==> config.mk <==
export PLATFORM = sky130hd
export DESIGN_NAME = sequence_controller
export DESIGN_NICKNAME = d
export VERILOG_FILES = /design/src/rtl/sequence_controller.sv
export SDC_FILE = /design/constraint.sdc
export NUM_CORES = 1
export LEC_CHECK = 0
export BUFFER_PORTS_ARGS = -buffer_cell sky130_fd_sc_hd__buf_2
export CAP_MARGIN = 10
export CORE_MARGIN = 5
export CORE_UTILIZATION = 50
export DETAILED_ROUTE_END_ITERATION = 12
export PLACE_DENSITY = 0.77
export RECOVER_POWER = 100
export SETUP_SLACK_MARGIN = 0.3
export SYNTH_ARGS = -nofsm -noshare
export SYNTH_HDL_FRONTEND = slang
export SYNTH_SLANG_ARGS = --single-unit
==> constraint.sdc <==
create_clock -name CLK -period 1.6 [get_ports CLK]
set_input_delay 0.08 -clock CLK [delete_from_list [all_inputs] [get_ports CLK]]
set_output_delay 0.08 -clock CLK [all_outputs]
set_load 0.03 [all_outputs]
==> src/rtl/sequence_controller.sv <==
// Control sequencer for the basic RISC CPU: decodes opcode against the current phase
// into registered datapath strobes, owns the sticky halt and counts retired instructions.
module sequence_controller #(
    parameter int unsigned CNT_W = 16
) (
    input  logic             CLK,
    input  logic             RST,
    input  logic [1:0]       PHASE,
    input  logic [2:0]       OPCODE,
    input  logic             ZERO,
    input  logic             GO,
    output logic             PH_EN,
    output logic             SEL,
    output logic             RD,
    output logic             LD_IR,
    output logic             INC_PC,
    output logic             LD_PC,
    output logic             LD_AC,
    output logic             DATA_E,
    output logic             WR,
    output logic             HALT,
    output logic [CNT_W-1:0] INSTR_CNT
);

    localparam logic [1:0] PhFetch   = 2'd0;
    localparam logic [1:0] PhDecode  = 2'd1;
    localparam logic [1:0] PhExecute = 2'd2;
    localparam logic [1:0] PhUpdate  = 2'd3;

    localparam logic [2:0] OpHlt = 3'd0;
    localparam logic [2:0] OpSkz = 3'd1;
    localparam logic [2:0] OpAdd = 3'd2;
    localparam logic [2:0] OpAnd = 3'd3;
    localparam logic [2:0] OpXor = 3'd4;
    localparam logic [2:0] OpLda = 3'd5;
    localparam logic [2:0] OpSto = 3'd6;
    localparam logic [2:0] OpJmp = 3'd7;

    typedef enum logic {StRun, StHalted} state_e;

    state_e           state_q, state_d;
    logic [2:0]       op_q, op_d;
    logic [CNT_W-1:0] cnt_q, cnt_d;
    logic             sel_q, rd_q, ld_ir_q, inc_pc_q, ld_pc_q, ld_ac_q, data_e_q, wr_q;
    logic             sel_d, rd_d, ld_ir_d, inc_pc_d, ld_pc_d, ld_ac_d, data_e_d, wr_d;
    logic [2:0]       op_use;
    logic             alu_op;

    always_comb begin
        state_d  = state_q;
        op_d     = op_q;
        cnt_d    = cnt_q;
        sel_d    = 1'b0;
        rd_d     = 1'b0;
        ld_ir_d  = 1'b0;
        inc_pc_d = 1'b0;
        ld_pc_d  = 1'b0;
        ld_ac_d  = 1'b0;
        data_e_d = 1'b0;
        wr_d     = 1'b0;

        // The live opcode is only trusted during DECODE; later phases use the latched copy.
        op_use = (PHASE == PhDecode) ? OPCODE : op_q;
        alu_op = (op_use == OpAdd) || (op_use == OpAnd) || (op_use == OpXor) ||
                 (op_use == OpLda);

        unique case (state_q)
            StRun:    if (PHASE == PhDecode && OPCODE == OpHlt) state_d = StHalted;
            StHalted: if (GO) state_d = StRun;
            default:  state_d = StRun;
        endcase

        if (PHASE == PhDecode) op_d = OPCODE;
        if (state_q == StRun && PHASE == PhUpdate) cnt_d = cnt_q + CNT_W'(1);

        if (state_d == StRun) begin
            unique case (PHASE)
                PhFetch: begin
                    sel_d   = 1'b1;
                    rd_d    = 1'b1;
                    ld_ir_d = 1'b1;
                end
                PhDecode: inc_pc_d = 1'b1;
                PhExecute: begin
                    rd_d     = alu_op;
                    data_e_d = (op_use == OpSto);
                    ld_pc_d  = (op_use == OpJmp);
                    inc_pc_d = (op_use == OpSkz) && ZERO;
                end
                PhUpdate: begin
                    rd_d     = alu_op;
                    ld_ac_d  = alu_op;
                    data_e_d = (op_use == OpSto);
                    wr_d     = (op_use == OpSto);
                    ld_pc_d  = (op_use == OpJmp);
                end
                default: ;
            endcase
        end
    end

    always_ff @(posedge CLK) begin
        if (RST) begin
            state_q  <= StRun;
            op_q     <= OpHlt;
            cnt_q    <= '0;
            sel_q    <= 1'b0;
            rd_q     <= 1'b0;
            ld_ir_q  <= 1'b0;
            inc_pc_q <= 1'b0;
            ld_pc_q  <= 1'b0;
            ld_ac_q  <= 1'b0;
            data_e_q <= 1'b0;
            wr_q     <= 1'b0;
        end else begin
            state_q  <= state_d;
            op_q     <= op_d;
            cnt_q    <= cnt_d;
            sel_q    <= sel_d;
            rd_q     <= rd_d;
            ld_ir_q  <= ld_ir_d;
            inc_pc_q <= inc_pc_d;
            ld_pc_q  <= ld_pc_d;
            ld_ac_q  <= ld_ac_d;
            data_e_q <= data_e_d;
            wr_q     <= wr_d;
        end
    end

    assign HALT      = (state_q == StHalted);
    assign PH_EN     = (state_q == StRun);
    assign SEL       = sel_q;
    assign RD        = rd_q;
    assign LD_IR     = ld_ir_q;
    assign INC_PC    = inc_pc_q;
    assign LD_PC     = ld_pc_q;
    assign LD_AC     = ld_ac_q;
    assign DATA_E    = data_e_q;
    assign WR        = wr_q;
    assign INSTR_CNT = cnt_q;

endmodule

==> results.json, run 1 <==
{
  "r2r_setup_slack_ns": 0.11,
  "cts_root_buffer": "clkbuf_4",
  "status": "completed",
  "whs_endpoint": "op_q[1]",
  "core_um2": 2410,
  "rows": 18,
  "fin_ws_ns": 0.111,
  "drc": 0,
  "htree_levels": 1,
  "synth_compound_area_frac": 0.0641,
  "slew_headroom": 0.680,
  "io_pins": 35,
  "synthAdderAreaFrac": 0.0509,
  "max-vdd-ir-drop_mv": 0.545,
  "maxCapViolations": 0,
  "drive_gt1_frac": 0.212,
  "layout_worst_path_cycle_share": 0.930,
  "finalSetupViolCount": 0,
  "cts-buffers-inserted": 3,
  "place_ws_ns": 0.119,
  "seq_area_frac_synth": 0.439,
  "fin_skew_ns": 0.00495,
  "syn_area_um2": 1230,
  "rsz0062_at_grt": "yes",
  "hold_start": "OPCODE[1]",
  "place.gp.congestion": 0.796,
  "min_path_type": "primary input to flop",
  "max_freq_ghz": 0.672,
  "setup.worst_path.end_class": "flop",
  "cp_data_required_time_ns": 1.87,
  "synthMuxAreaShare": 0.0326,
  "clockBufferDepth": 2,
  "min_period_ns": 1.49,
  "synth-seq-cells": 27,
  "r2r-start": "INSTR_CNT[4]",
  "arrival_ns": 1.76,
  "yosys.area_share.simple": 0.279,
  "final_area_um2": 1550,
  "die-area_um2": 3550,
  "via_per_inst": 5.45,
  "first_pass_iters": 4,
  "antenna_found_initial": 0,
  "vias": 1140,
  "die_height_um": 59.6,
  "die_w_um": 59.6,
  "dpl_cell_area_um2": 1470,
  "synthCells": 133,
  "drv_slew": 0,
  "clkLatencyLatePin_ns": 0.33,
  "power.internal_mw": 0.820,
  "path_clk_slew_ns": 0.15,
  "path_max_fanout": 6,
  "drtIter0Drc": 24,
  "setup_tns_ns": 0,
  "p_comb_frac": 0.113,
  "p_seq_frac": 0.617,
  "p_sw_frac": 0.264,
  "gr-total-overflow": 0,
  "start_util": 0.510,
  "yosys_warnings": 0,
  "grtUsageTotal": 0.179,
  "reg2reg_to": "INSTR_CNT[11]",
  "grt_pass1_wl_um": 4730,
  "detail_route.wl_per_cell_um": 15.0,
  "power_leakage_nw": 0.608,
  "grt_pass1_vias": 1043,
  "reg2reg_depth": 4,
  "synth_top_family_by_area": "simple AND/OR/NAND/NOR gates",
  "io_buffers": 34,
  "grt_max_degree": 22,
  "whs_path_depth": 3,
  "synth_cell_types": 35,
  "n_fill_cell": 218,
  "syn_nets": 147,
  "start_kind": "flop",
  "hold_viol": 0,
  "avgSynthCellArea_um2": 9.25,
  "critical_path_class": "flop to flop",
  "areaGrowthSynthToFinish_pct": 26.3,
  "nets": 194,
  "synth_xor_area_frac": 0.0997,
  "p_per_area_nw_per_um2": 717,
  "cts.sink_count": 27,
  "whs_ns": 0.0519,
  "drtAntennaViolNets": 0,
  "post-route-util": 0.645,
  "wirelength_um": 3130,
  "cts_tree": "done",
  "diodes": 0,
  "p_switching_mw": 0.294,
  "worst_pin_slew_ns": 0.473,
  "clkPwrFrac": 0.270,
  "dpl.hpwl_um": 2040
}
power groups by stage:
stage          logic, mW  clock network (mW)  registers, mW
2_1_floorplan     0.0540                   0          0.718
3_5_place_dp       0.110                   0          0.701
5_1_grt            0.136               0.354          0.689
6_report           0.126               0.301          0.687
3_3_place_gp       0.107                   0          0.701
4_1_cts            0.125               0.308          0.683
cell type report:
type / instances / area, µm² / share of cell area
multi-input cells: 96 / 684 / 0.440
flip-flops and latches: 27 / 567 / 0.365
repair buffers: 46 / 215 / 0.138
well taps: 30 / 37.5 / 0.0242
clock buffers: 3 / 22.5 / 0.0145
inverters: 6 / 22.5 / 0.0145
clock inverters: 1 / 5.00 / 0.00322
synth_stat cells (all sizes together):
cell type  count  area, µm²
a211oi         1       7.51
a21oi          4       20.0
a31o           1       8.76
and2           1       6.26
and2b          1       7.51
and3           2       12.5
and4           2       17.5
and4b          2       23.8
and4bb         1       12.5
buf            2       12.5
clkbuf         2       7.51
dfxtp         27        541
ha             5       62.6
inv            6       22.5
mux2i          4       40.0
nand2          9       41.3
nand3          6       30.0
nand4          6       37.5
nand4b         2       17.5
nor2          21       78.8
nor2b          1       6.26
nor3           1       5.00
nor4           2       12.5
nor4b          1       8.76
o211a          2       20.0
o21ai          3       15.0
o31ai          1       7.51
or2b           1       7.51
or4            1       7.51
or4b           1       10.0
xnor2          6       52.6
xor2           8       70.1
stage by stage:
stage               std cells  power, mW
finish                    209       1.11
CTS                       208       1.12
global placement          195      0.808
floorplan                 133      0.772
global route              209       1.18
detailed placement        195      0.811
worst max-delay path, stage by stage (launching register included):
cell     delay, ns
dfxtp_4       0.41
and4_4        0.25
nand4_1       0.17
or4_4         0.46
a21oi_1       0.14
layer usage:
metal  GRT usage  vias up  share of wire
met3      0.0283        5          0.065
li1            -      555              -
met4      0.0949        0          0.019
met5           0        -              0
met2       0.285       41           0.47
met1       0.232      539           0.45
layout by cell type, fill, tap and decap left out, drive strengths merged, types with 2 or more instances in the layout:
cell	n
dfxtp	27
and4b	2
and3	2
nor2	21
nand4b	2
inv	6
buf	14
xor2	8
xnor2	6
mux2i	4
a21oi	4
nand4	6
clkbuf	34
nand2	9
nor4	2
o211a	2
ha	5
o21ai	3
and4	2
nand3	6
state kept, by name (all words and copies together) (netlist names):
signal,cells
LD_AC,1
LD_IR,1
WR,1
INC_PC,1
RD,1
LD_PC,1
INSTR_CNT,16
op_q,3
HALT,1
DATA_E,1
kinds of logic (layout without fill, tap and decap cells):
group,Yosys count,count (layout)
XOR/XNOR,14,14
AND/OR/NAND/NOR,61,61
buffers and inverters,10,56
AO/OA/AOI/OAI,12,12
flip-flops,27,27
multiplexers,4,4
adder cells (fa/ha/maj),5,5
how the worst max path moves through the flow:
stage | cells after the start | start | end
global route | 4 | INSTR_CNT[4] | INSTR_CNT[11]
finish | 4 | INSTR_CNT[4] | INSTR_CNT[11]
global placement | 4 | HALT | INSTR_CNT[9]
detailed placement | 4 | HALT | INSTR_CNT[11]
CTS | 4 | HALT | INSTR_CNT[11]
floorplan | 4 | HALT | INSTR_CNT[11]
timing repair:
action,4_1_cts,5_1_grt
endpoints found under the setup margin,7,17
hold buffers,1,0
buffers inserted,8,1
resized for setup,3,8
pin swaps,3,4
hold endpoints to repair,1,0
No activity file was read; power rests on OpenSTA's default activity.
==> run 2: changes to the inputs <==
--- a/config.mk
+++ b/config.mk
@@ -7,12 +7,15 @@
 export LEC_CHECK = 0
 export BUFFER_PORTS_ARGS = -buffer_cell sky130_fd_sc_hd__buf_2
 export CAP_MARGIN = 10
+export CELL_PAD_IN_SITES_DETAIL_PLACEMENT = 1
+export CELL_PAD_IN_SITES_GLOBAL_PLACEMENT = 1
 export CORE_MARGIN = 5
-export CORE_UTILIZATION = 50
+export CORE_UTILIZATION = 37
 export DETAILED_ROUTE_END_ITERATION = 12
-export PLACE_DENSITY = 0.77
+export PLACE_DENSITY_LB_ADDON = 0.1
 export RECOVER_POWER = 100
 export SETUP_SLACK_MARGIN = 0.3
+export SKIP_CTS_REPAIR_TIMING = 1
 export SYNTH_ARGS = -nofsm -noshare
 export SYNTH_HDL_FRONTEND = slang
 export SYNTH_SLANG_ARGS = --single-unit
==> constraint.sdc (replaced) <==
create_clock -name CLK -period 1.6 [get_ports CLK]
set_input_delay 0.24 -clock CLK [delete_from_list [all_inputs] [get_ports CLK]]
set_output_delay 0.24 -clock CLK [all_outputs]
set_load 0.03 [all_outputs]
==> run 2 against run 1 <==
Net effect:
- wire length down 1.7%
- die area up 29%
- final area up 0.24%
- count of clock-buffer cells in the layout unchanged
- utilization down 17 points
- clock power down 2%
- hold slack better by 0.11 ns
- sequential power about the same
- clock skew down 0.0016 ns
- critical path type unchanged
- highest routed layer unchanged
==> results.json, run 2 (synthesis gave the netlist of run 1 again) <==
{
  "die_w_um": 67.7,
  "cts_root_buffer": "clkbuf_4",
  "max-vdd-ir-drop_mv": 0.333,
  "drv_slew": 0,
  "path_max_fanout": 8,
  "rows": 21,
  "first_pass_iters": 4,
  "die-area_um2": 4580,
  "layout_commonest_cell": "clkbuf_1",
  "setup.worst_path.end_class": "flop",
  "drtAntennaViolNets": 0,
  "slew_headroom": 0.746,
  "die_height_um": 67.7,
  "p_per_area_nw_per_um2": 706,
  "status": "completed",
  "critical_path_class": "flop to flop",
  "fin_ws_ns": 0.0892,
  "dpl_cell_area_um2": 1520,
  "drtIter0Drc": 24,
  "fin_skew_ns": 0.00338,
  "min_path_type": "primary input to flop",
  "rsz0062_at_grt": "yes",
  "final_cell_mix": "28 x clkbuf_1, 21 x nor2_1, 15 x dfxtp_1",
  "setup_tns_ns": 0,
  "largest_register_ffs": 16,
  "maxCapViolations": 0,
  "grt_pass1_vias": 1114,
  "cts.sink_count": 27,
  "detail_route.wl_per_cell_um": 14.0,
  "io_pins": 35,
  "grt_max_degree": 21,
  "grt_pass1_wl_um": 5050,
  "cp_data_required_time_ns": 1.86,
  "min_period_ns": 1.51,
  "hold_viol": 0,
  "path_clk_slew_ns": 0.15,
  "r2r_setup_slack_ns": 0.09,
  "place_ws_ns": -0.00124,
  "clkLatencyLatePin_ns": 0.32,
  "nets": 189,
  "wirelength_um": 3080,
  "antenna_found_initial": 0,
  "drive_gt1_frac": 0.218,
  "finalSetupViolCount": 0,
  "areaGrowthSynthToFinish_pct": 26.7,
  "worst_pin_slew_ns": 0.382,
  "final_area_um2": 1560,
  "clockBufferDepth": 2,
  "drc": 0,
  "core_um2": 3280,
  "place.gp.congestion": 0.771,
  "max_freq_ghz": 0.662,
  "vias": 1094,
  "gr-total-overflow": 0,
  "cts-buffers-inserted": 3,
  "layout_worst_path_cycle_share": 0.944,
  "htree_levels": 1,
  "post-route-util": 0.474,
  "cts_tree": "done",
  "io_buffers": 34,
  "grtUsageTotal": 0.143,
  "diodes": 0,
  "arrival_ns": 1.77,
  "whs_ns": 0.157,
  "start_kind": "flop",
  "via_per_inst": 4.97,
  "dpl.hpwl_um": 2330,
  "power_leakage_nw": 0.602,
  "start_util": 0.374
}
[run 2: layer usage]
layer	vias up	global-route usage	routed length, µm
met4	0	0.0354	12
met1	531	0.168	1320
met5	-	0	0
met2	21	0.265	1590
li1	540	-	-
met3	2	0.0250	147
[run 2: path summary, 6_finish.rpt]
path,start,endpoint,cells past startpoint
setup reg to reg,HALT,INSTR_CNT[9],4
hold / removal,GO,HALT,3
hold reg to reg,INSTR_CNT[11],INSTR_CNT[11],2
setup / recovery,HALT,INSTR_CNT[9],4
[run 2: stage by stage]
stage / total power [mW] / std cells
5_1_grt: 1.16 / 220
3_3_place_gp: 0.816 / 212
3_5_place_dp: 0.821 / 212
6_report: 1.10 / 220
4_1_cts: 1.12 / 216
2_1_floorplan: 0.775 / 133
[run 2: cell type report]
| cell class | count | area [µm²] |
|---|---|---|
| Tap cell | 46 | 57.6 |
| Multi-Input combinational cell | 96 | 692 |
| Clock buffer | 3 | 22.5 |
| Clock inverter | 1 | 5.00 |
| Fill cell | 394 | 1730 |
| Inverter | 6 | 22.5 |
| Timing Repair Buffer | 41 | 185 |
| Sequential cell | 27 | 573 |
[run 2: where the power goes]
| group | total, mW | internal, mW | switching [mW] |
|---|---|---|---|
| Combinational | 0.118 | 0.0433 | 0.0752 |
| Sequential | 0.686 | 0.676 | 0.0104 |
| Clock | 0.295 | 0.0935 | 0.201 |
[run 2: worst max-delay path, stage by stage (launching register included)]
cell and delay (ns):
dfxtp_4 0.39, and4b_4 0.36, nand2_4 0.07, or4b_4 0.48, a21oi_1 0.15
==> run 3: changes to the inputs <==
--- a/config.mk
+++ b/config.mk
@@ -13,7 +13,7 @@
 export CORE_UTILIZATION = 37
 export DETAILED_ROUTE_END_ITERATION = 12
 export PLACE_DENSITY_LB_ADDON = 0.1
-export RECOVER_POWER = 100
+export RECOVER_POWER = 25
 export SETUP_SLACK_MARGIN = 0.3
 export SKIP_CTS_REPAIR_TIMING = 1
 export SYNTH_ARGS = -nofsm -noshare
==> run 3 against run 2 <==
Net effect:
- hold slack hardly changed
- utilization increased by 1.5 points
- count of clock-buffer cells in the layout unchanged
- register-to-register slack about the same
- power increased by 0.32%
==> results.json, run 3 (synthesis gave the netlist of run 1 again) <==
{
  "status": "completed",
  "cts_tree": "done",
  "power_leakage_nw": 0.686,
  "cts.sink_count": 27,
  "maxCapViolations": 0,
  "final_cell_mix": "27 x buf_2, 21 x nor2_1, 15 x dfxtp_1",
  "grt_pass1_vias": 1114,
  "via_per_inst": 5.01,
  "largest_register_ffs": 16,
  "first_pass_iters": 4,
  "drive_gt1_frac": 0.362,
  "cts_root_buffer": "clkbuf_4",
  "rsz0062_at_grt": "yes",
  "wl_met1_um": 1330,
  "areaGrowthSynthToFinish_pct": 30.7,
  "grt_max_degree": 21,
  "slew_headroom": 0.754,
  "gr-total-overflow": 0,
  "start_kind": "flop",
  "drv_slew": 0,
  "io_pins": 35,
  "path_clk_slew_ns": 0.15,
  "maxUsedRoutingLayer": "met4",
  "final_area_um2": 1610,
  "drtAntennaViolNets": 0,
  "htree_levels": 1,
  "max-vdd-ir-drop_mv": 0.334,
  "die_height_um": 67.7,
  "max_freq_ghz": 0.665,
  "grtUsageTotal": 0.143,
  "wirelength_um": 3070,
  "antenna_found_initial": 0,
  "critical_path_class": "flop to flop",
  "start_util": 0.374,
  "drc": 0,
  "io_buffers": 34,
  "rows": 21,
  "finalSetupViolCount": 0,
  "layout_commonest_cell": "buf_2",
  "die-area_um2": 4580,
  "layout_worst_path_cycle_share": 0.941,
  "setup_tns_ns": 0,
  "detail_route.wl_per_cell_um": 13.9,
  "core_um2": 3280,
  "min_period_ns": 1.50,
  "whs_ns": 0.157,
  "place.gp.congestion": 0.771,
  "wl_met2_um": 1600,
  "fin_skew_ns": 0.00429,
  "cp_data_required_time_ns": 1.87,
  "dpl.hpwl_um": 2330,
  "dr_wl_met3_um": 121,
  "p_per_area_nw_per_um2": 686,
  "cts-buffers-inserted": 3,
  "arrival_ns": 1.77,
  "dpl_cell_area_um2": 1520,
  "clkLatencyLatePin_ns": 0.32,
  "path_max_fanout": 8,
  "hold_viol": 0,
  "min_path_type": "primary input to flop",
  "nets": 189,
  "grt_pass1_wl_um": 5050,
  "clockBufferDepth": 2,
  "die_w_um": 67.7,
  "worst_pin_slew_ns": 0.370,
  "drtIter0Drc": 24,
  "diodes": 0,
  "vias": 1103,
  "setup.worst_path.end_class": "flop"
}
-- run 3: final cells by class --
| class | count | area [µm²] |
|---|---|---|
| Clock buffer | 3 | 22.5 |
| Tap cell | 46 | 57.6 |
| Timing Repair Buffer | 41 | 214 |
| Sequential cell | 27 | 573 |
| Multi-Input combinational cell | 96 | 713 |
| Fill cell | 393 | 1680 |
| Inverter | 6 | 22.5 |
| Clock inverter | 1 | 5.00 |
-- run 3: where the power goes --
group	total (mW)	internal (mW)	switching [mW]
Clock	0.294	0.0935	0.201
Sequential	0.687	0.676	0.0114
Combinational	0.122	0.0462	0.0754
-- run 3: layer usage --
layer / vias up / track usage
li1: 542 / -
met1: 538 / 0.168
met2: 21 / 0.265
met3: 2 / 0.0250
met4: 0 / 0.0354
met5: - / 0
-- run 3: stage by stage --
step / utilization / worst slack, ns / std cells / total power [mW]
CTS: 0.471 / 0.0673 / 216 / 1.12
finish: 0.490 / 0.0951 / 220 / 1.10
floorplan: - / 0.172 / 133 / 0.775
global placement: 0.462 / 0.0794 / 212 / 0.816
global route: 0.490 / 0.0461 / 220 / 1.17
detailed placement: 0.462 / -0.00124 / 212 / 0.821
-- run 3: final timing paths --
check	from	end	slack (ns)	cells after the start
setup / recovery	HALT	INSTR_CNT[9]	0.1	4
hold / removal	GO	HALT	0.16	3
setup reg to reg	HALT	INSTR_CNT[9]	0.1	4
hold reg to reg	INSTR_CNT[11]	INSTR_CNT[11]	0.54	2
-- run 3: critical path, cell delays in order, from the launching register on --
cell and delay [ns]:
dfxtp_4 0.39, and4b_4 0.36, nand2_4 0.07, or4b_4 0.49
a21oi_2 0.14
